## src/rtl/bubble_sort_ctrl.sv

```systemverilog
// Sequencing FSM for a top-down bubble-sort datapath: walks compare/swap passes,
// stops after the first pass with no exchange, and frames each job with EOC pulses.
module bubble_sort_ctrl #(
  parameter int N      = 8,
  parameter int ADDR_W = 3
) (
  input  logic              clk,
  input  logic              rst,
  input  logic              start,
  input  logic              gt,
  output logic [ADDR_W-1:0] addr_a,
  output logic [ADDR_W-1:0] addr_b,
  output logic              swap_en,
  output logic              clear_eoc,
  output logic              preset_eoc,
  output logic              busy,
  output logic [ADDR_W-1:0] pass_idx
);

  typedef enum logic [2:0] {IDLE, START, CMP, SWAP, ADV, DONE} state_t;

  localparam logic [ADDR_W-1:0] LAST = ADDR_W'(N - 2);

  state_t            state, state_n;
  logic [ADDR_W-1:0] i, j, i_n, j_n;
  logic              swapped, swapped_n;
  logic              end_of_pass;

  assign end_of_pass = (j == LAST - i);

  always_comb begin
    state_n   = state;
    i_n       = i;
    j_n       = j;
    swapped_n = swapped;
    case (state)
      IDLE: if (start) state_n = START;
      START: begin
        i_n       = '0;
        j_n       = '0;
        swapped_n = 1'b0;
        state_n   = CMP;
      end
      CMP:  state_n = gt ? SWAP : ADV;
      SWAP: begin
        swapped_n = 1'b1;
        state_n   = ADV;
      end
      ADV: begin
        if (!end_of_pass) begin
          j_n     = j + ADDR_W'(1);
          state_n = CMP;
        end else if (!swapped || i == LAST) begin
          state_n = DONE;
        end else begin
          i_n       = i + ADDR_W'(1);
          j_n       = '0;
          swapped_n = 1'b0;
          state_n   = CMP;
        end
      end
      // Counters return to zero so IDLE always presents addr_a=0, addr_b=1.
      DONE: begin
        i_n       = '0;
        j_n       = '0;
        swapped_n = 1'b0;
        state_n   = IDLE;
      end
      default: state_n = IDLE;
    endcase
  end

  // Outputs are registered from the next-state values, so they align with the state they decode.
  always_ff @(posedge clk) begin
    if (rst) begin
      state      <= IDLE;
      i          <= '0;
      j          <= '0;
      swapped    <= 1'b0;
      swap_en    <= 1'b0;
      clear_eoc  <= 1'b0;
      preset_eoc <= 1'b0;
      busy       <= 1'b0;
      addr_b     <= ADDR_W'(1);
    end else begin
      state      <= state_n;
      i          <= i_n;
      j          <= j_n;
      swapped    <= swapped_n;
      swap_en    <= (state_n == SWAP);
      clear_eoc  <= (state_n == START);
      preset_eoc <= (state_n == DONE);
      busy       <= (state_n != IDLE);
      addr_b     <= j_n + ADDR_W'(1);
    end
  end

  assign addr_a   = j;
  assign pass_idx = i;

endmodule

```

## config.mk

```make
export PLATFORM = sky130hd
export DESIGN_NAME = bubble_sort_ctrl
export DESIGN_NICKNAME = d
export VERILOG_FILES = /design/src/rtl/bubble_sort_ctrl.sv
export SDC_FILE = /design/constraint.sdc
export NUM_CORES = 1
export LEC_CHECK = 0
export CORE_UTILIZATION = 48
export DETAILED_ROUTE_END_ITERATION = 12
export PLACE_DENSITY = 0.76
export SYNTH_ARGS = -nofsm -noshare
export SYNTH_HDL_FRONTEND = slang
export SYNTH_SLANG_ARGS = --single-unit
```

## constraint.sdc

```tcl
create_clock -name clk -period 3.09 [get_ports clk]
set_clock_uncertainty 0.15 [all_clocks]
set_input_delay 0.309 -clock clk [delete_from_list [all_inputs] [get_ports clk]]
set_output_delay 0.309 -clock clk [all_outputs]
set_load 0.005 [all_outputs]
```

; ---- Word-level counts from Yosys, hierarchy flattened
; Cells that the tools add are included.
[totals]
reg_bits = 17
out_inout_bits = 13
wordCells = 48
[op_classes]
add_sub_neg = 4
n_eq_ne = 12
muxes = 14
n_reduce_logical = 9
[op_table]
columns = cell, n
row1 = $mux 3, 8
row2 = $pmux 3 s5, 1
row3 = $eq 3x3->1 const B, 4
row4 = $pmux 3 s2, 2
row5 = $add 3x1->3 const B, 3
row6 = $eq 3x2->1 const B, 3
row7 = $eq 3x1->1 const B, 2
row8 = $reduce_and 3->1, 2
row9 = $reduce_bool 3->1, 2
row10 = $ne 2x2->1 const B, 2
row11 = $eq 3x3->1, 1
row12 = $logic_not 3->1, 1
row13 = $pmux 1 s3, 1
row14 = $sub 3x3->3 const A, 1
row15 = $mux 1, 2
row16 = $reduce_bool 2->1, 1
row17 = $reduce_or 2->1, 1
row18 = $logic_not 1->1, 1
row19 = $logic_or 1x1->1, 1

; ---- Longest topological paths before layout
[logic_depth]
ltp_word = 6
ltp_mapped = 9
ltp_nobuf = 9

; ---- Least setup slack after synthesis
; No wires, ideal clock.
[synth_timing]
kind = register -> register
from = reg i[0], in the netlist pass_idx[0]
to = reg addr_b[2]
t_arrival_ps = 2310
required_ps = 2819
slack_ps = 510
stages_incl_launch_ff = 10
path_buffers = 0
cell_sequence = dfxtp_1 inv_1 ha_1 xor2_1 nor4_1 a211o_2 mux2_2 ha_1 nor2b_1 mux2_2
[synth_between]
elab_chain_len = 6
word_cells_on_any_way = 8
cone_classes = 2 x add/sub / 2 x eq/ne / 3 x mux / 1 x reduce/logical
[synth_rtl]
columns = element, line
row1 = from (decl), 25  ; logic [ADDR_W-1:0] i, j, i_n, j_n;
row2 = from (signal assigned), 87  ; i <= i_n;
row3 = "parallel branches: the longest is 3 deep, another holds $sub 3x3->3", n/a
row4 = $mux 3 (*), 50  ; if (!end_of_pass) begin
row5 = $pmux 3 s2 (*), 36  ; case (state)
row6 = net j_n[0], 25
row7 = $add 3x1->3 (*), 94  ; addr_b <= j_n + ADDR_W'(1);
row8 = to (signal assigned), 94
row9 = to (decl), 12  ; output logic [ADDR_W-1:0] addr_b,
; Mark *: on every way through the listed nets, which the timed path passes.
; A chain may end at the register's enable or synchronous reset.

; ---- Worst setup path after layout
; Same ends and word-level chain as after synthesis.

==> run summary <==
Status: finished with violations
Failing checks: design-rule violations
Sum Neg Setup Slack: 0 ns
Initial antenna violation count: 0
EDFF count, synth: 0
Fmax achieved: 370 MHz
Final Hold Fails: 0
Die Width: 43.5 µm
Reg clk slew, reported paths: 0.10 ns
Gr usage total: 18.9%
Mapped Area: 826 µm²
Reg area: 340 µm²
DP HPWL: 1110 µm
Root Buffer: clkbuf_4
Overflow after GRT: 0
Worst min path class: reg -> reg
Final min period: 2.70 ns
Startpoint types: flip-flop
CTS Hold Bufs: 0
Area share of the leading cell type in the synthesized netlist: 41.2%
Initial core utilization: 53.0%
Final setup violation count: 0
Number of fill cells: 132
Max-slew headroom: 60.2%
Setup slack after layout: 0.385 ns
Setup crit end kind: flip-flop
Kind of critical path: reg -> reg
Yosys reg bits: 17
Arr. time, crit path: 2.76 ns
Cell row count: 14
CTS tree: built
Leak: 0.000412 µW
Commonest non-fill, non-tap cell in the layout: dfxtp_1
Clock Latency Late Sink: 0.30 ns
Final Slew Violations: 0
Core footprint: 0.00156 mm²
CTS Buffer Depth: 2
Syn Area/Cell: 9.49 µm²
Most area-consuming cells after synthesis: dfxtp_1 41%, ha_1 7.6%, nor2b_1 4.5%
Sequential fraction of the synthesis area: 41.2%
RSZ-0062 raised after global routing: false
DR iter-0 viols: 9
IO Pins: 17
Wirelength per Cell: 13.2 µm
Post-CTS Repair Setup Buffers: 0
Htree depth: 1
CTS resizes: 0
WL final: 1580 µm
Crit path max fanout: 7
Final Core Density: 65.2%
PD cells: 417 mW/mm²
Num Clock Sinks: 17
Most frequent cells in the layout: 17 x dfxtp_1, 16 x clkdlybuf4s50_1, 8 x nor2_1
Place WS: 0.395 ns
Critical Path RT: 3.14 ns
Main flop type after synthesis: dfxtp_1
Largest net degree at the start of global routing: 18
Worst reg2reg path depth: 9
First-pass GRT wire length: 2650 µm
Post-route ant nets: 0
Worst-Margin Slew: 0.596 ns
RD Place Congestion: 0.742
Port buffer count: 16
DR vias/cell: 5.69
Area taken by multi-input logic gates: 453 µm²
Syn Nets: 96
Die ar.: 0.00189 mm²
FFs w/ async S/R, synth: 0%
Routed vias: 683
Post-synth top area cell: dfxtp_1
Layout cells sized above 1: 10.6%
MaxCap Viol Count: 0
Hold Path Depth: 2
1st-pass router iterations: 8
Fin nets: 114
Vias in the first global route: 632
Ant. Diodes: 0
Synth Warn #: 0
DRC: 4
Worst vdd ir: 0.247 mV
Chip height: 43.5 µm
CTS buffer count: 3
Cells after Synth: 87
Ratio of final minimum period to clock period: 87.5%
Count of cell types in the netlist: 31
Area growth, synth to finish: 23.0%
## worst paths after layout
check                                start                    to  slack (ns)
setup / recovery  pass_idx[0]$_SDFFE_PP0P_  addr_b[2]$_SDFF_PP0_        0.39
hold / removal        swapped$_SDFFE_PP0P_  swapped$_SDFFE_PP0P_        0.38
setup reg to reg  pass_idx[0]$_SDFFE_PP0P_  addr_b[2]$_SDFF_PP0_        0.39
hold reg to reg       swapped$_SDFFE_PP0P_  swapped$_SDFFE_PP0P_        0.38
## per-stage QoR
| stage | instances | hold WS, ns | cell area [µm²] | power (µW) |
|---|---|---|---|---|
| detailed placement | 116 | 0.356 | 988 | 304 |
| CTS | 120 | 0.375 | 1020 | 426 |
| finish | 120 | 0.377 | 1020 | 423 |
| global placement | 116 | 0.358 | 988 | 303 |
| floorplan | 87 | 0.231 | 826 | 280 |
| global route | 120 | 0.421 | 1020 | 442 |
## final cells by class
cell class                 count  area share [%]
tap                           16            1.97
timing repair buffer          16            15.8
multi-input combinational     63            44.6
clock inverter                 1           0.493
clock buffer                   3            2.22
sequential                    17            33.5
inverter                       4            1.48
## cell families after synthesis
| group | Yosys count | synth area share (%) |
|---|---|---|
| AO/OA/AOI/OAI | 20 | 16.1 |
| XOR/XNOR | 3 | 5.00 |
| adder cells (fa/ha/maj) | 5 | 7.58 |
| buffers and inverters | 7 | 3.94 |
| flip-flops | 17 | 41.2 |
| multiplexers | 2 | 2.73 |
| AND/OR/NAND/NOR | 33 | 23.5 |
## power by group
part | total [µW] | switching [µW] | internal, µW
logic | 59.4 | 28.9 | 30.6
clock network | 123 | 75.1 | 48.3
registers | 240 | 11.7 | 229
## worst max-delay path, cell delays in order (launching register included)
cell and delay (ns):
dfxtp_1 0.45, inv_1 0.07, ha_1 0.31, xor2_1 0.27, nor4_1 0.10, a211o_2 0.36
mux2_2 0.29, ha_1 0.20, nor2b_1 0.12, mux2_2 0.27
## per-layer routing
layer | global-route usage, % | share of wire, %
met1 | 23.8 | 47
met4 | 11.3 | 2.4
met5 | 0 | 0
met3 | 2.50 | 4.4
met2 | 30.9 | 46
## flip-flops by register name, indices dropped and copies added (netlist names)
name        flops
clear_eoc       1
addr_a          3
pass_idx        3
addr_b          3
preset_eoc      1
swap_en         1
busy            1
state           3
swapped         1
## synth_stat cells, types with 4 or more instances
master / instances
nand2b_1: 4
nor2_1: 8
ha_1: 5
nor2b_1: 6
inv_1: 4
nand2_1: 4
a21oi_1: 6
o21ai_0: 5
dfxtp_1: 17
(Power assumes the default switching activity.)
